==> config.mk <==
export PLATFORM = sky130hd
export DESIGN_NAME = sa_input_requester
export DESIGN_NICKNAME = d
export VERILOG_FILES = /design/src/rtl/sa_input_requester.sv
export SDC_FILE = /design/constraint.sdc
export NUM_CORES = 1
export LEC_CHECK = 0
export ABC_AREA = 1
export BUFFER_PORTS_ARGS = -buffer_cell sky130_fd_sc_hd__clkbuf_2
export CORE_MARGIN = 5
export CORE_UTILIZATION = 56
export DETAILED_ROUTE_END_ITERATION = 6
export MAX_ROUTING_LAYER = met4
export PLACE_DENSITY = 0.79
export SLEW_MARGIN = 20
export SYNTH_ARGS = -nofsm -noshare
export SYNTH_HDL_FRONTEND = slang
export SYNTH_SLANG_ARGS = --single-unit
==> constraint.sdc <==
create_clock -name clk -period 4.8 [get_ports clk]
set_input_delay 0.24 -clock clk [delete_from_list [all_inputs] [get_ports clk]]
set_output_delay 0.24 -clock clk [all_outputs]
set_load 0.01 [all_outputs]
==> src/rtl/sa_input_requester.sv <==
// Input-side requester for the 4-port switch allocator: buffers flits and presents the head
// flit's destination until granted. Optional grant-timeout watchdog: define SA_REQ_TIMEOUT_EN.

`ifndef EMPTY
`define EMPTY 3'd0
`endif
`ifndef OUT_X1_PORT
`define OUT_X1_PORT 3'd1
`endif
`ifndef OUT_X2_PORT
`define OUT_X2_PORT 3'd2
`endif
`ifndef OUT_Y1_PORT
`define OUT_Y1_PORT 3'd3
`endif
`ifndef OUT_LOCAL_PORT
`define OUT_LOCAL_PORT 3'd4
`endif

module sa_input_requester #(
  parameter int unsigned DATA_W  = 32,
  parameter int unsigned DEPTH   = 4,
  parameter int unsigned AW      = 2,
  parameter int unsigned TIMEOUT = 255
) (
  input  logic              clk,
  input  logic              rst_n,
  input  logic              in_valid,
  input  logic [DATA_W-1:0] in_data,
  input  logic [2:0]        in_dst,
  output logic              in_ready,
  output logic [2:0]        req_dst,
  output logic              req_en,
  input  logic              grant,
  output logic              out_valid,
  output logic [DATA_W-1:0] out_data,
  output logic [AW:0]       count,
  output logic              stall_err
);

  typedef enum logic [1:0] {StIdle, StReq, StClear} state_e;

  state_e            state_q, state_d;
  logic [DATA_W-1:0] mem_data [DEPTH];
  logic [2:0]        mem_dst  [DEPTH];
  logic [AW-1:0]     wr_ptr_q, rd_ptr_q, rd_next;
  logic [AW:0]       count_q, count_d, remaining_old;
  logic [2:0]        req_dst_q, req_dst_d, next_head_dst;
  logic              req_en_q, req_en_d;
  logic              out_valid_q;
  logic [DATA_W-1:0] out_data_q;
  logic              push, pop;

  assign in_ready = (count_q != (AW+1)'(DEPTH));
  assign push     = in_valid && in_ready;
  assign pop      = (state_q == StReq) && grant && (count_q != '0);

  always_comb begin
    count_d = count_q;
    unique case ({push, pop})
      2'b10:   count_d = count_q + (AW+1)'(1);
      2'b01:   count_d = count_q - (AW+1)'(1);
      default: count_d = count_q;
    endcase
  end

  // Head after this cycle: an older entry if one survives the pop, else the flit arriving now.
  assign rd_next       = pop ? rd_ptr_q + AW'(1) : rd_ptr_q;
  assign remaining_old = count_q - (AW+1)'(pop);
  assign next_head_dst = (remaining_old != '0) ? mem_dst[rd_next] : in_dst;

  always_comb begin
    state_d   = state_q;
    req_dst_d = req_dst_q;
    req_en_d  = 1'b0;
    unique case (state_q)
      StIdle: begin
        req_dst_d = `EMPTY;
        if (count_d != '0) begin
          state_d   = StReq;
          req_dst_d = next_head_dst;
          req_en_d  = 1'b1;
        end
      end
      StReq: begin
        if (pop) begin
          req_en_d = 1'b1;
          if (count_d != '0) begin
            req_dst_d = next_head_dst;
          end else begin
            state_d   = StClear;
            req_dst_d = `EMPTY;
          end
        end
      end
      StClear: begin
        state_d   = StIdle;
        req_dst_d = `EMPTY;
      end
      default: begin
        state_d   = StIdle;
        req_dst_d = `EMPTY;
      end
    endcase
  end

  always_ff @(posedge clk or negedge rst_n) begin
    if (!rst_n) begin
      state_q     <= StIdle;
      wr_ptr_q    <= '0;
      rd_ptr_q    <= '0;
      count_q     <= '0;
      req_dst_q   <= `EMPTY;
      req_en_q    <= 1'b0;
      out_valid_q <= 1'b0;
      out_data_q  <= '0;
    end else begin
      state_q     <= state_d;
      count_q     <= count_d;
      req_dst_q   <= req_dst_d;
      req_en_q    <= req_en_d;
      out_valid_q <= pop;
      if (push) wr_ptr_q <= wr_ptr_q + AW'(1);
      if (pop) begin
        rd_ptr_q   <= rd_ptr_q + AW'(1);
        out_data_q <= mem_data[rd_ptr_q];
      end
    end
  end

  // Storage needs no reset; pointers and count define validity.
  always_ff @(posedge clk) begin
    if (push) begin
      mem_data[wr_ptr_q] <= in_data;
      mem_dst[wr_ptr_q]  <= in_dst;
    end
  end

`ifdef SA_REQ_TIMEOUT_EN
  localparam int unsigned TW = ($clog2(TIMEOUT + 1) > 8) ? $clog2(TIMEOUT + 1) : 8;

  logic [TW-1:0] wait_q;
  logic          stall_q;

  always_ff @(posedge clk or negedge rst_n) begin
    if (!rst_n) begin
      wait_q  <= '0;
      stall_q <= 1'b0;
    end else if ((state_q == StReq) && !grant) begin
      if (wait_q != TW'(TIMEOUT)) wait_q <= wait_q + TW'(1);
      if (wait_q + TW'(1) == TW'(TIMEOUT)) stall_q <= 1'b1;
    end else begin
      wait_q <= '0;
    end
  end

  assign stall_err = stall_q;
`else
  assign stall_err = 1'b0;
`endif

  assign req_dst   = req_dst_q;
  assign req_en    = req_en_q;
  assign out_valid = out_valid_q;
  assign out_data  = out_data_q;
  assign count     = count_q;

endmodule
==> results.cfg <==
[outcome]
status = completed

[clocking]
cts_buffers = 17
cts_htree_levels = 4
cts_max_path_buffers = 2
worstSkewPairLatency_ns = 0.42
cts_tree = yes
clkTransAtPathRegs_ns = 0.07
root_buffer = clkbuf_16
tritoncts_num_sinks = 186

[global_routing]
grt_pass1_vias = 4934
grt_pass1_wl_mm = 25.4
gr-total-overflow = 0
track_usage_pct = 21.6
antenna_found_initial = 1
grt_max_degree = 70

[finish]
stdcell_area_um2 = 8450
drive_gt1_share_pct = 21.2
fin_nets = 709
syn2layout_area_growth_pct = 15.6

[synthesis]
netlist_instances = 585
synth-seq-cells = 186
avgSynthCellArea_um2 = 12.5
synth_fa_ha_area_share_pct = 1.30
synth_mux_area_share_pct = 0
synth-xor-area-share_pct = 0.360
synth_compound_area_share_pct = 7.41
synth_top_family_by_area = simple AND/OR/NAND/NOR gates
ys.warnings.count = 0
synth-simple-area-share_pct = 13.4
synthesis.area_um2 = 7310
yosysUniqueCellTypes = 28
syn_nets = 631
seq_area_frac_synth_pct = 73.3

[worst_hold_path]
worstHoldStart = in_data[3]
min_path_cells = 1
min_to = mem_data[1][3]
hp-class = input pin to flip-flop

[route]
remaining_drc_errors = 0
num_vias = 4713
drt.antenna.violating_nets = 0
routed_wl_mm = 15.8
drtIter0Drc = 392
drt-pass1-iter-count = 6
vias_per_cell = 5.55
wl_per_cell_um = 18.6

[worst_setup_path]
start_kind = flip-flop
reg2reg_from = state_q[1]
cp.required_ns = 5.16
crit_type = flip-flop to flip-flop
crit_fanout = 69
r2r_setup_slack_ns = 1.70
endpoint_kind = flip-flop
reg2regPathDepth = 16
timing.rr.end = req_dst[0]
arrival_ns = 3.45

[place]
io_buffers = 79
pre_cts_ws_ns = 1.72
gp_congestion = 0.816
dpl_cell_area_um2 = 7810
hpwlAfterDp_mm = 8.85

[timing]
final.setup.tns_ns = 0
skew_ns = 0.00871
maxSlewViolCount = 0
fin_ws_ns = 1.70
fin_crit_sh_pct = 64.5
layout_min_cycle_time_ns = 3.10
hold_viol_final = 0
fmax_ghz = 0.323
rsz0062_at_grt = false
tightest_slew_ns = 1.04
holdWs_ns = 0.0331
setup_viol = 0
slew_headroom_pct = 30.5

[power]
pwr-share-comb_pct = 33.0
sw_frac_of_total_pct = 36.2
p_total_mw = 5.78
peakVddDrop_uv = 264
switching_power_mw = 2.09
seqPwrFrac_pct = 41.1
p_per_area_nw_per_um2 = 684
p_int_mw = 3.69
p_leak_nw = 3.27
power_frac_clock_pct = 25.9

[die]
initial_utilization_pct = 57.4
core_area_um2 = 12700
dieWidth_um = 124
io_pins = 81
rows = 41
dieArea_um2 = 15400
fp.dieH_um = 124

[flow_run]
cap_viol_max_count = 0
==> routing by layer <==
layer,wire [um],vias to the layer above,track usage [%]
met1,6140,2319,25.3
li1,-,2185,-
met2,8380,179,35.9
met3,943,30,5.32
met4,337,0,9.03
met5,0,-,-
==> Yosys cell counts <==
library cell	instances	area (um^2)
buf_4	2	15.0
clkbuf_1	11	41.3
buf_6	11	124
nor2_8	1	20.0
or2_1	1	6.26
inv_2	6	22.5
nand3_1	18	90.1
nand2_2	1	6.26
fa_1	1	20.0
xor2_1	2	17.5
ha_1	6	75.1
dfrtp_1	46	1150
buf_2	4	20.0
buf_1	1	3.75
o22ai_1	1	6.26
nor2_1	170	638
xnor2_1	1	8.76
edfxtp_1	140	4200
conb_1	1	3.75
a31oi_1	32	200
o21ai_0	66	330
inv_1	19	71.3
or2_2	3	18.8
nand2_4	5	56.3
nand2_1	31	116
a21oi_1	1	5.00
inv_4	1	6.26
nand3_2	3	30.0
==> sequential cells by signal, summed over array words and instances, names as in the netlist <==
name,flops
wr_ptr_q,2
req_dst,3
req_en,1
out_valid,1
mem_data,128
state_q,2
count,3
rd_ptr_q,2
mem_dst,12
out_data,32
==> area by class of cell <==
class	count	area [um^2]
flip-flops and latches	186	5360
well taps	172	215
inverters	26	100
clock inverters	13	190
multi-input cells	344	1680
repair buffers	88	465
clock buffers	19	443
diodes	1	2.50
fillers	930	4270
==> logic make-up after synthesis <==
kind of cell / after synthesis
AND/OR/NAND/NOR: 233
XOR/XNOR: 3
flip-flops: 186
AO/OA/AOI/OAI: 100
other: 1
adder cells (fa/ha/maj): 7
buffers and inverters: 55
==> critical path, stage by stage, from the launching register on <==
cell,delay [ns]
dfrtp_1,0.41
inv_2,0.08
nand2_4,0.07
nor2_8,0.12
nand2_4,0.09
inv_2,0.06
buf_4,0.58
ha_1,0.30
inv_1,0.08
fa_1,0.43
o21ai_0,0.30
nor2_1,0.09
nand2_1,0.16
nand3_1,0.10
inv_1,0.07
nand2_1,0.06
nand2_1,0.05
==> placed cells by master (no fill, tap or decap), types with 17 or more instances in the layout <==
cell type	instances
edfxtp_1	140
inv_1	19
o21ai_0	66
nand3_1	18
nand2_1	31
clkbuf_16	17
a31oi_1	32
clkbuf_2	79
dfrtp_1	45
nor2_1	166
==> timing repair <==
item,4_1_cts,5_1_grt
resized for setup,0,0
setup buffers,0,0
endpoints found under the hold margin,46,0
hold buffers,1,0
==> power by group through the flow <==
stage	clock network, mW	registers (mW)	logic, mW
CTS	1.50	2.38	1.92
detailed placement	0	2.40	1.89
finish	1.50	2.38	1.91
global route	1.58	2.41	2.13
floorplan	0	2.45	1.28
global placement	0	2.38	1.79
==> worst max-delay path by stage <==
stage,startpoint,endpoint,slack [ns],cells past startpoint
detailed placement,state_q[1],req_dst[0],1.72,19
global route,count[0],req_dst[0],1.42,18
CTS,state_q[1],req_dst[0],1.70,19
global placement,state_q[1],req_dst[0],1.90,19
floorplan,count[0],mem_data[0][0],2.00,4
finish,state_q[1],req_dst[0],1.70,16
==> through the flow <==
stage / cells / utilization (%)
2_1_floorplan: 585 / -
3_3_place_gp: 815 / 61.4
3_5_place_dp: 815 / 61.4
4_1_cts: 848 / 66.4
5_1_grt: 849 / 66.4
6_report: 849 / 66.4
Power figures use the tool's default switching activity.
